===== config.mk =====
export PLATFORM = sky130hd
export DESIGN_NAME = serial_add_ctrl_flat
export DESIGN_NICKNAME = d
export VERILOG_FILES = /design/src/rtl/serial_add_ctrl_if.sv /design/src/rtl/serial_add_ctrl.sv /design/src/flat_wrapper.sv
export SDC_FILE = /design/constraint.sdc
export NUM_CORES = 1
export LEC_CHECK = 0
export BUFFER_PORTS_ARGS = -buffer_cell sky130_fd_sc_hd__buf_2
export CAP_MARGIN = 10
export CELL_PAD_IN_SITES_DETAIL_PLACEMENT = 1
export CELL_PAD_IN_SITES_GLOBAL_PLACEMENT = 2
export CORE_MARGIN = 3
export CORE_UTILIZATION = 35
export DETAILED_ROUTE_END_ITERATION = 12
export GPL_ROUTABILITY_DRIVEN = 0
export PLACE_DENSITY = 0.87
export SYNTH_ARGS = -nofsm -noshare
export SYNTH_HDL_FRONTEND = slang
export SYNTH_SLANG_ARGS = --single-unit

===== constraint.sdc =====
create_clock -name clk -period 2 [get_ports clk]
set_clock_uncertainty 0.15 [all_clocks]
set_input_delay 0.3 -clock clk [delete_from_list [all_inputs] [get_ports clk]]
set_output_delay 0.3 -clock clk [all_outputs]
set_load 0.005 [all_outputs]

===== src/rtl/serial_add_ctrl_if.sv =====
// Bundle of the request/response handshake and the full-adder cell link for
// serial_add_ctrl. The controller uses the slave view. The master view belongs
// to the environment: the requester plus the external 1-bit full adder.
interface serial_add_ctrl_if #(
    parameter int WIDTH = 8
);
    // Requester -> controller
    logic             start;
    logic [WIDTH-1:0] a;
    logic [WIDTH-1:0] b;
    logic             c_in;

    // Controller -> requester
    logic             ready;
    logic             busy;
    logic             done;
    logic [WIDTH-1:0] sum;
    logic             c_out;

    // Controller <-> shared full-adder cell
    logic             fa_x;
    logic             fa_y;
    logic             fa_cin;
    logic             fa_s;
    logic             fa_cout;

    modport master (
        output start, a, b, c_in, fa_s, fa_cout,
        input  ready, busy, done, sum, c_out, fa_x, fa_y, fa_cin
    );

    modport slave (
        input  start, a, b, c_in, fa_s, fa_cout,
        output ready, busy, done, sum, c_out, fa_x, fa_y, fa_cin
    );
endinterface


===== src/rtl/serial_add_ctrl.sv =====
// Bit-serial adder controller. It feeds one external 1-bit full adder one bit
// position per cycle, LSB first, for WIDTH cycles. It collects the sum bits
// into an accumulator and chains the carry through a register. The result is
// {c_out, sum} = a + b + c_in. Handshake: ready in IDLE, busy in RUN/DONE, and
// a one-cycle done pulse when the result registers are updated.
module serial_add_ctrl #(
    parameter int WIDTH = 8
) (
    input  logic              clk,
    input  logic              rst,
    serial_add_ctrl_if.slave  bus
);

    // Bit counter needs clog2(WIDTH) bits, but never fewer than one.
    localparam int CW = (WIDTH > 1) ? $clog2(WIDTH) : 1;
    localparam logic [CW-1:0] CNT_LAST = CW'(WIDTH - 1);

    // FSM encoding
    localparam logic [1:0] S_IDLE = 2'd0;
    localparam logic [1:0] S_RUN  = 2'd1;
    localparam logic [1:0] S_DONE = 2'd2;

    logic [1:0]       state_q,  state_d;
    logic [WIDTH-1:0] a_sh_q,   a_sh_d;
    logic [WIDTH-1:0] b_sh_q,   b_sh_d;
    logic [WIDTH-1:0] acc_q,    acc_d;
    logic             carry_q,  carry_d;
    logic [CW-1:0]    cnt_q,    cnt_d;
    logic [WIDTH-1:0] sum_q,    sum_d;
    logic             c_out_q,  c_out_d;

    // Accumulator after absorbing this cycle's sum bit at the MSB. Writing it
    // as a shift of {fa_s, acc} keeps it valid for WIDTH=1, where an
    // acc[WIDTH-1:1] slice would not exist.
    logic [WIDTH-1:0] acc_shift;
    logic             in_run;

    assign acc_shift = WIDTH'({bus.fa_s, acc_q} >> 1);
    assign in_run    = (state_q == S_RUN);

    // Moore outputs decoded from the state register. The adder inputs are
    // forced to 0 outside RUN, so the shared cell sees no activity.
    assign bus.ready  = (state_q == S_IDLE);
    assign bus.busy   = (state_q == S_RUN) || (state_q == S_DONE);
    assign bus.done   = (state_q == S_DONE);
    assign bus.sum    = sum_q;
    assign bus.c_out  = c_out_q;
    assign bus.fa_x   = in_run & a_sh_q[0];
    assign bus.fa_y   = in_run & b_sh_q[0];
    assign bus.fa_cin = in_run & carry_q;

    // Next-state logic: load operands on accept, step one bit per RUN cycle,
    // and capture the result on the last bit.
    always_comb begin
        state_d = state_q;
        a_sh_d  = a_sh_q;
        b_sh_d  = b_sh_q;
        acc_d   = acc_q;
        carry_d = carry_q;
        cnt_d   = cnt_q;
        sum_d   = sum_q;
        c_out_d = c_out_q;

        case (state_q)
            S_IDLE: begin
                // Operands are captured here only. Later changes on a/b/c_in
                // cannot affect an operation in flight.
                if (bus.start) begin
                    a_sh_d  = bus.a;
                    b_sh_d  = bus.b;
                    carry_d = bus.c_in;
                    cnt_d   = '0;
                    acc_d   = '0;
                    state_d = S_RUN;
                end
            end

            S_RUN: begin
                acc_d   = acc_shift;
                carry_d = bus.fa_cout;
                a_sh_d  = a_sh_q >> 1;
                b_sh_d  = b_sh_q >> 1;
                cnt_d   = cnt_q + CW'(1);
                if (cnt_q == CNT_LAST) begin
                    sum_d   = acc_shift;
                    c_out_d = bus.fa_cout;
                    state_d = S_DONE;
                end
            end

            S_DONE: begin
                // start is ignored here. The requester must present it again
                // (or keep holding it) once ready returns.
                state_d = S_IDLE;
            end

            default: begin
                state_d = S_IDLE;
            end
        endcase
    end

    // State and datapath registers. Reset clears everything, including a
    // result from an earlier operation, and drops any operation in progress.
    always_ff @(posedge clk or posedge rst) begin
        if (rst) begin
            state_q <= S_IDLE;
            a_sh_q  <= '0;
            b_sh_q  <= '0;
            acc_q   <= '0;
            carry_q <= 1'b0;
            cnt_q   <= '0;
            sum_q   <= '0;
            c_out_q <= 1'b0;
        end else begin
            state_q <= state_d;
            a_sh_q  <= a_sh_d;
            b_sh_q  <= b_sh_d;
            acc_q   <= acc_d;
            carry_q <= carry_d;
            cnt_q   <= cnt_d;
            sum_q   <= sum_d;
            c_out_q <= c_out_d;
        end
    end

endmodule


===== src/flat_wrapper.sv =====
// flat-port wrapper written by rule: the top's interface ports become plain ports
module serial_add_ctrl_flat 
#(
    parameter int WIDTH = 8
)
  (clk, rst, bus_start, bus_a, bus_b, bus_c_in, bus_fa_s, bus_fa_cout, bus_ready, bus_busy, bus_done, bus_sum, bus_c_out, bus_fa_x, bus_fa_y, bus_fa_cin);
  serial_add_ctrl_if #(.WIDTH(WIDTH)) bus_i ();
  input  logic clk;
  input  logic rst;
  input wire logic [$bits(bus_i.start)-1:0] bus_start;
  input wire logic [$bits(bus_i.a)-1:0] bus_a;
  input wire logic [$bits(bus_i.b)-1:0] bus_b;
  input wire logic [$bits(bus_i.c_in)-1:0] bus_c_in;
  input wire logic [$bits(bus_i.fa_s)-1:0] bus_fa_s;
  input wire logic [$bits(bus_i.fa_cout)-1:0] bus_fa_cout;
  output wire logic [$bits(bus_i.ready)-1:0] bus_ready;
  output wire logic [$bits(bus_i.busy)-1:0] bus_busy;
  output wire logic [$bits(bus_i.done)-1:0] bus_done;
  output wire logic [$bits(bus_i.sum)-1:0] bus_sum;
  output wire logic [$bits(bus_i.c_out)-1:0] bus_c_out;
  output wire logic [$bits(bus_i.fa_x)-1:0] bus_fa_x;
  output wire logic [$bits(bus_i.fa_y)-1:0] bus_fa_y;
  output wire logic [$bits(bus_i.fa_cin)-1:0] bus_fa_cin;
  assign bus_i.start = bus_start;
  assign bus_i.a = bus_a;
  assign bus_i.b = bus_b;
  assign bus_i.c_in = bus_c_in;
  assign bus_i.fa_s = bus_fa_s;
  assign bus_i.fa_cout = bus_fa_cout;
  assign bus_ready = bus_i.ready;
  assign bus_busy = bus_i.busy;
  assign bus_done = bus_i.done;
  assign bus_sum = bus_i.sum;
  assign bus_c_out = bus_i.c_out;
  assign bus_fa_x = bus_i.fa_x;
  assign bus_fa_y = bus_i.fa_y;
  assign bus_fa_cin = bus_i.fa_cin;
  serial_add_ctrl #(.WIDTH(WIDTH)) u_core (.clk(clk), .rst(rst), .bus(bus_i));
endmodule

; Word level (Yosys, flattened, before mapping)
; Cells that the tools add are included.
[totals]
register_bits = 39
latch_bits = 0
ramBits = 0
romBits = 0
in_bits = 22
wordCells = 36
memories = 0
[op_classes]
n_addsub = 1
multipliers = 0
n_div = 0
n_lt_le_gt_ge = 0
eq_ne = 5
shift = 0
n_mux = 13
n_bitwise = 3
reduce_logical = 6
[ops]
columns = cell, n
row1 = 8-bit one-hot mux with 2 select lines, 3
row2 = 8-bit 2-to-1 mux, 3
row3 = 3-bit one-hot mux with 2 select lines, 1
row4 = 2-bit AND reduction, 3
row5 = 2-bit 2-to-1 mux, 2
row6 = "2-bit inequality test, second input constant", 2
row7 = 2-bit one-hot mux with 2 select lines, 1
row8 = "3-bit by 1-bit adder with 3-bit output, second input constant", 1
row9 = 1-bit bitwise AND, 3
row10 = "3-bit equality test, second input constant", 1
row11 = 3-bit 2-to-1 mux, 1
row12 = "2-bit by 1-bit equality test with 1-bit output, second input constant", 1
row13 = "2-bit equality test, second input constant", 1
row14 = 2-bit zero test, 1
row15 = 1-bit one-hot mux with 2 select lines, 1
row16 = 2-bit nonzero test, 1
row17 = 1-bit logical OR, 1
row18 = 1-bit 2-to-1 mux, 1

; Depth between registers and ports, before layout
; Gate-level depths: netlist (run 1).
[depth]
word_depth = 3
ltp_mapped = 7
mapped_depth_nobuf = 5

; Worst setup path after synthesis (run 1)
; Ideal clock, no wire load.
[synth_path]
path_type = reg2reg
start = reg u_core.state_q[0]
end = reg u_core.a_sh_q[1]
arrival_ns = 1.343
t_required_ns = 1.721
path_slack_ns = 0.378
stages_incl_launch_ff = 8
path_buffers = 2
period_less_slack_ns = 1.622
path_cell_list = dfrtp_1 -> inv_1 -> ha_1 -> nand2b_1 -> buf_2 -> buf_4 -> nor3b_1 -> a211oi_2
[synth_via]
elab_chain_len = 3
elab_cells_between_ends = 6
cone_classes = eq/ne: 2 / mux: 1 / reduce/logical: 3
[synth_rtl]
columns = item, line_no
row1 = "start, declared", serial_add_ctrl.sv:23  ; logic [1:0] state_q, state_d;
row2 = "start signal, assigned", serial_add_ctrl.sv:116  ; state_q <= state_d;
row3 = 2-bit zero test (*), -
row4 = via bus_ready, flat_wrapper.sv:16  ; output wire logic [$bits(bus_i.ready)-1:0] bus_ready;
row5 = 2-bit inequality test (no line) or 2-bit nonzero test (tied branches), -
row6 = 2-bit AND reduction (no line), -
row7 = "end signal, assigned", serial_add_ctrl.sv:117  ; a_sh_q <= a_sh_d;
row8 = "end, declared", serial_add_ctrl.sv:24  ; logic [WIDTH-1:0] a_sh_q, a_sh_d;
; Mark *: on every way through the listed nets, which the timed path passes. The rest lies on a longest branch.
; A chain may end at the register's enable or synchronous reset.

; Final worst setup path (run 1)
[layout_path]
start = reg u_core.state_q[1]
end = out bus_fa_y
[layout_via]
elab_chain_len = 2
[layout_rtl]
columns = item, line_no
row1 = 2-bit by 1-bit equality test with 1-bit output, serial_add_ctrl.sv:39  ; assign in_run = (state_q == S_RUN);
row2 = 1-bit bitwise AND, serial_add_ctrl.sv:49  ; assign bus.fa_y = in_run & b_sh_q[0];
row3 = "end, declared", flat_wrapper.sv:22  ; output wire logic [$bits(bus_i.fa_y)-1:0] bus_fa_y;
; Every way passes these cells.

==> flow_metrics.py, run 1 <==
metrics = {
    "run_status": {
        "status": "complete, no violations",
    },
    "logic_synthesis": {
        "synthesis.instances": 160,
        "ys_warn_count": 0,
        "synth-seq-cells": 38,
        "synth-seq-area-share_pct": 52.3,
        "synth_fp_nets": 187,
        "synth_area_per_cell_sq_um": 11.4,
        "yosysTopAreaCell": "dfrtp_1",
        "ys_top_cells_by_area": "dfrtp_1 (52%), a211oi_2 (7.6%), mux2_2 (5.6%)",
        "synth_top_cell_area_share_pct": 52.3,
        "synthesis.area_sq_um": 1820,
        "synth_cell_types": 25,
    },
    "global_routing": {
        "grt_pass1_wl_um": 7000,
        "antenna_found_initial": 0,
        "grt-ovfl-total": 0,
        "grt_max_degree": 39,
        "grt_pass1_vias": 1507,
        "grt_usage_pct": 14.8,
    },
    "setup_path": {
        "worstSetupEndpointType": "output pin",
        "slowest_delay_ns": 0.41,
        "cp.required_ns": 1.55,
        "reg2reg_depth": 5,
        "cpLargestDelayFamily": "flip-flops",
        "r2r-end": "u_core.b_sh_q[5]",
        "cp-start-kind": "flop",
        "path_buf_inv": 3,
        "critPathMaxFanout": 6,
        "cp_slowest_cell": "dfrtp_1",
        "cp.arrival_ns": 1.46,
        "r2r_start": "u_core.state_q[0]",
        "critPathKind": "reg2out",
        "reg2reg_slack_ns": 0.16,
        "path_cells": "inv_1, ha_2, buf_4, and2_1, buf_2",
    },
    "sta": {
        "period_needed_ns": 1.91,
        "tightestPinTransition_ns": 0.485,
        "fin_crit_sh_pct": 95.3,
        "slew_headroom_pct": 67.6,
        "drv_slew": 0,
        "setup_tns_ns": 0,
        "fmax_mhz": 525,
        "rsz0062_at_grt": "no",
        "setup_viol": 0,
        "whs_ns": 0.109,
        "hold_viol": 0,
    },
    "route": {
        "drt_pass1_iterations": 4,
        "wl_um": 4100,
        "first_iter_violations": 46,
        "wl_per_cell_um": 15.3,
        "route.vias.total": 1368,
        "drc": 0,
        "ant_nets": 0,
        "vias_per_cell": 5.10,
    },
    "pwr": {
        "power_density_nw_per_um2": 1410,
        "ir_drop_uv": 534,
        "p_leak_nw": 1.10,
    },
    "min_path": {
        "hold_depth": 2,
        "min_from": "bus_fa_s",
        "holdPathEnd": "u_core.acc_q[7]",
        "hp-class": "in2reg",
    },
    "finish": {
        "most-common-layout-cells": "dfrtp_1 (38), buf_2 (36), inv_1 (15)",
        "drive_above_1_share_pct": 38.8,
        "nets": 228,
        "syn2layout_area_growth_pct": 21.2,
        "n_antenna_cell": 0,
        "final_common_cell": "dfrtp_1",
    },
    "clocking": {
        "post-cts-setup-buffers": 0,
        "clk_latency_ns": 0.29,
        "cts_root_buf": "clkbuf_8",
        "clk_path_buf_depth": 2,
        "cts_buffers": 5,
        "clk_pin_slew_ns": 0.07,
        "cts_tree": "yes",
        "clock-sinks": 38,
        "cts_max_level": 2,
    },
    "die": {
        "start_util_pct": 37.3,
        "io_pins": 37,
        "fp.dieH_um": 78.1,
        "die_area_sq_um": 6090,
        "core_sq_um": 4880,
        "die_x_um": 78.1,
        "rows": 25,
    },
    "placed_design": {
        "numPortBuffers": 36,
        "hpwl_um": 2900,
    },
    "flow_run": {
        "cap_violations": 0,
    },
}
layer usage:
metal	GRT usage [%]	up-vias	wire length, um
met5	0	-	0
met4	6.29	0	72
met3	3.44	8	183
met2	25.3	39	2060
met1	17.9	688	1780
li1	-	633	-
through the flow:
stage | setup slack, ns | total power [W] | cells | instance area (sq um) | util [%]
after floorplan | 0.378 | 0.00211 | 160 | 1820 | -
after global placement | 0.260 | 0.00238 | 260 | 2080 | 42.5
after detailed placement | 0.103 | 0.00247 | 260 | 2080 | 42.5
after CTS | 0.0238 | 0.00316 | 268 | 2200 | 45.1
after global routing | 0.00747 | 0.00337 | 268 | 2200 | 45.2
final | 0.0941 | 0.00311 | 268 | 2200 | 45.2
Yosys cell counts:
cell,instances
clkbuf_1,2
ha_1,5
nand2_2,1
buf_4,2
a21oi_1,14
nor3b_1,8
nor2_1,3
nand2b_1,2
nor2b_1,1
a211oi_2,11
nand2_1,12
a22o_1,9
mux2_2,9
o22ai_1,4
buf_2,5
nand2b_2,1
and2_4,1
a21o_1,4
or2_1,1
buf_6,1
inv_1,15
nor3b_2,3
o21ai_0,5
and2_1,3
dfrtp_1,38
worst max-delay path by stage:
stage / startpoint / to / slack (ns) / cells after the start
after detailed placement: u_core.state_q[0] / u_core.cnt_q[0] / 0.10 / 5
after global placement: u_core.state_q[0] / u_core.cnt_q[0] / 0.26 / 5
after floorplan: u_core.state_q[0] / u_core.a_sh_q[1] / 0.38 / 7
final: u_core.state_q[1] / bus_fa_y / 0.09 / 5
after CTS: u_core.state_q[1] / bus_fa_y / 0.02 / 5
after global routing: u_core.state_q[0] / u_core.b_sh_q[6] / 0.007 / 5
registers in the layout, indices dropped and copies added, names as in the netlist:
| signal | count |
|---|---|
| u_core.a_sh_q | 8 |
| u_core.b_sh_q | 8 |
| u_core.bus.sum | 8 |
| u_core.acc_q | 7 |
| u_core.cnt_q | 3 |
| u_core.state_q | 2 |
| u_core.bus.c_out | 1 |
| u_core.carry_q | 1 |
report_power, final:
| group | leakage [nW] | total (W) | switching [W] | internal (W) |
|---|---|---|---|---|
| logic | 0.567 | 0.00126 | 0.000694 | 0.000569 |
| clock network | 0.0573 | 0.000661 | 0.000262 | 0.000399 |
| registers | 0.475 | 0.00119 | 0.000156 | 0.00103 |
layout make-up:
type | instances | area, sq um
fill | 565 | 2680
sequential | 38 | 951
multi-input combinational | 97 | 757
timing repair buffer | 44 | 243
tap | 67 | 83.8
clock buffer | 6 | 82.6
inverter | 15 | 56.3
clock inverter | 1 | 30.0
worst reg2reg max path, delay by kind of cell (launching register included):
family,cells,cell delay (ns)
flops,1,0.41
simple gates,1,0.44
fa+ha+maj,1,0.31
buf+inv,1,0.10
compound gates,2,0.33
kinds of logic after synthesis:
family	synth area share (%)
fa+ha+maj	3.44
flops	52.3
mux	5.57
buf+inv	6.33
compound gates	20.2
simple gates	12.2
what timing repair did:
action                                  CTS  global route
hold buffers                              1             0
endpoints found under the setup margin    0            12
endpoints found under the hold margin    38             0
resized for setup                         0             2
(Power assumes the default switching activity.)
==> run 2: changes to the inputs <==
- ABC_AREA: unset -> 1
- CORE_UTILIZATION: 35 -> 31
- PLACE_DENSITY: 0.87 -> 0.86
==> run 2 against run 1 <==
- register-to-register slack improved by 0.06 ns
- core utilization decreased by 5.2 points
- critical path type unchanged
- highest routed layer unchanged
- die area grew 14%
- flip-flop and latch count unchanged
- combinational power shrank 9%
==> flow_metrics.py, run 2 <==
metrics = {
    "run_status": {
        "status": "complete, no violations",
    },
    "global_routing": {
        "grt_pass1_vias": 1720,
        "grt_pass1_wl_um": 7900,
        "grt_max_degree": 39,
        "antenna_found_initial": 0,
        "grt_usage_pct": 13.9,
        "grt-ovfl-total": 0,
    },
    "setup_path": {
        "reg2reg_depth": 6,
        "r2r-end": "u_core.cnt_q[0]",
        "cp.arrival_ns": 1.42,
        "cpLargestDelayFamily": "buffers and inverters",
        "critPathKind": "reg2out",
        "critPathMaxFanout": 8,
        "r2r_start": "u_core.state_q[0]",
        "cp-endpoint": "bus_fa_cin",
        "cp_slowest_cell": "dfrtp_1",
        "cp.required_ns": 1.55,
        "cp-start-kind": "flop",
        "worstSetupEndpointType": "output pin",
        "path_buf_inv": 4,
        "critPathMostFrequentCell": "inv_1",
        "cp.depth": 6,
        "slowest_delay_ns": 0.40,
        "startpoint": "u_core.state_q[1]",
        "reg2reg_slack_ns": 0.22,
        "path_cells": "inv_1, ha_2, buf_4, nand2_1, inv_1, buf_2",
    },
    "clocking": {
        "cts_root_buf": "clkbuf_8",
        "clock-sinks": 38,
        "cts_buffers": 5,
        "cts_max_level": 2,
        "cts_tree": "yes",
        "clk_latency_ns": 0.30,
        "clk_pin_slew_ns": 0.08,
        "clk_path_buf_depth": 2,
    },
    "die": {
        "start_util_pct": 32.9,
        "die_x_um": 83.3,
        "core_sq_um": 5640,
        "die_area_sq_um": 6950,
        "fp.dieH_um": 83.3,
        "rows": 27,
        "io_pins": 37,
    },
    "placed_design": {
        "numPortBuffers": 36,
        "dp_slack_ns": 0.233,
        "numPlacedInstances": 338,
        "placed_cell_area_sq_um": 2090,
        "hpwl_um": 3100,
    },
    "pwr": {
        "power_density_nw_per_um2": 1400,
        "ir_drop_uv": 402,
        "p_leak_nw": 1.33,
    },
    "route": {
        "vias_per_cell": 4.72,
        "route.vias.total": 1638,
        "wl_um": 4460,
        "first_iter_violations": 95,
        "ant_nets": 0,
        "drt_pass1_iterations": 4,
        "wl_per_cell_um": 12.9,
        "drc": 0,
    },
    "finish": {
        "stdcell_count": 347,
        "most-common-layout-cells": "nand2_1 (117), nand3_1 (47), dfrtp_1 (38)",
        "final_common_cell": "nand2_1",
        "n_antenna_cell": 0,
        "syn2layout_area_growth_pct": 21.5,
        "nets": 301,
        "drive_above_1_share_pct": 20.4,
        "stdcell_area_sq_um": 2250,
    },
    "logic_synthesis": {
        "synth-seq-area-share_pct": 51.3,
        "synth-edff-count": 0,
        "synth_common_cells": "nand2_1 (117), nand3_1 (47), dfrtp_1 (38)",
        "async_flop_share_pct": 100,
        "synthesis.area_sq_um": 1850,
        "synth_flop_cell": "dfrtp_1",
        "ys_top_cells_by_area": "dfrtp_1 (51%), nand2_1 (24%), nand3_1 (13%)",
        "synth_top_cell_area_share_pct": 51.3,
        "synth_fp_nets": 263,
        "yosysTopAreaCell": "dfrtp_1",
        "synth_area_per_cell_sq_um": 7.86,
        "synth.most_common_cell": "nand2_1",
        "synth_cell_types": 14,
        "ys_warn_count": 0,
        "synth-seq-cells": 38,
        "synthesis.instances": 236,
    },
    "sta": {
        "drv_slew": 0,
        "fin_crit_sh_pct": 93.5,
        "period_needed_ns": 1.87,
        "tightestPinTransition_ns": 0.499,
        "whs_ns": 0.124,
        "setup_viol": 0,
        "finalWorstSetupSlack_ns": 0.131,
        "fmax_mhz": 535,
        "setup_tns_ns": 0,
        "slew_headroom_pct": 66.7,
        "rsz0062_at_grt": "no",
        "hold_viol": 0,
    },
    "flow_run": {
        "cap_violations": 0,
    },
    "min_path": {
        "hp-class": "in2reg",
    },
}
run 2: cell types whose count changed after synthesis, sizes merged, moves of 4 or more:
cell    change
a211oi     -11
a21o        -4
a21oi      -14
a22o        -9
and2        -4
inv         -5
mux2        -9
nand2     +107
nand3      +47
nor3b      -11
o21ai       -5
o22ai       -4
run 2: routing by layer:
layer / part of all wire [%] / vias up / track usage [%]
met1: 46 / 777 / 17.5
met2: 47 / 38 / 22.8
met3: 5.5 / 7 / 4.17
met5: 0 / - / 0
met4: 1.1 / 0 / 4.46
li1: - / 816 / -
run 2: worst min-delay path by stage:
stage / cells past startpoint / start / slack [ns] / to
after floorplan: 2 / bus_start / 0.30 / u_core.state_q[0]
after CTS: 3 / bus_b[7] / 0.11 / u_core.b_sh_q[7]
after detailed placement: 3 / rst / 0.30 / u_core.acc_q[2]
final: 3 / bus_b[7] / 0.12 / u_core.b_sh_q[7]
after global routing: 3 / bus_fa_cout / 0.11 / u_core.bus.c_out
after global placement: 3 / rst / 0.30 / u_core.acc_q[2]
run 2: cell families (layout without fill, tap and decap cells):
| group | count (synthesis) | after routing | synth area share (%) |
|---|---|---|---|
| DFF | 38 | 38 | 51.3 |
| adders and majority gates | 5 | 5 | 3.37 |
| and+or+nand+nor | 170 | 170 | 38.8 |
| buffers and inverters | 23 | 62 | 6.54 |
run 2: per-stage QoR:
stage | utilization [%] | total power (W)
global route | 39.9 | 0.00346
detailed placement | 37.1 | 0.00238
global placement | 37.1 | 0.00234
floorplan | - | 0.00206
finish | 39.9 | 0.00316
CTS | 39.8 | 0.00321
run 2: power by group:
group	total [W]	internal [W]	switching, W	leakage, nW
logic	0.00115	0.000411	0.000736	0.767
registers	0.00120	0.00104	0.000164	0.491
clock network	0.000812	0.000532	0.000280	0.0714
run 2: layout make-up:
| type | count | area (sq um) |
|---|---|---|
| inverter | 10 | 37.5 |
| multi-input combinational | 175 | 785 |
| tap | 72 | 90.1 |
| clock buffer | 6 | 82.6 |
| fill | 723 | 3390 |
| timing repair buffer | 44 | 246 |
| sequential | 38 | 951 |
| clock inverter | 2 | 60.1 |
run 2: worst register-to-register path, stage by stage (launching register included):
cell and delay [ns]:
dfrtp_1 0.40, inv_1 0.09, ha_1 0.29, nand2_2 0.30
buf_4 0.28, nand3_1 0.09, nand2_1 0.06
run 2: what timing repair did:
action	CTS	global route
gates resized for setup	0	2
hold buffers	1	0
endpoints found under the hold margin	38	0
setup endpoints to repair	0	3
setup buffers	0	0
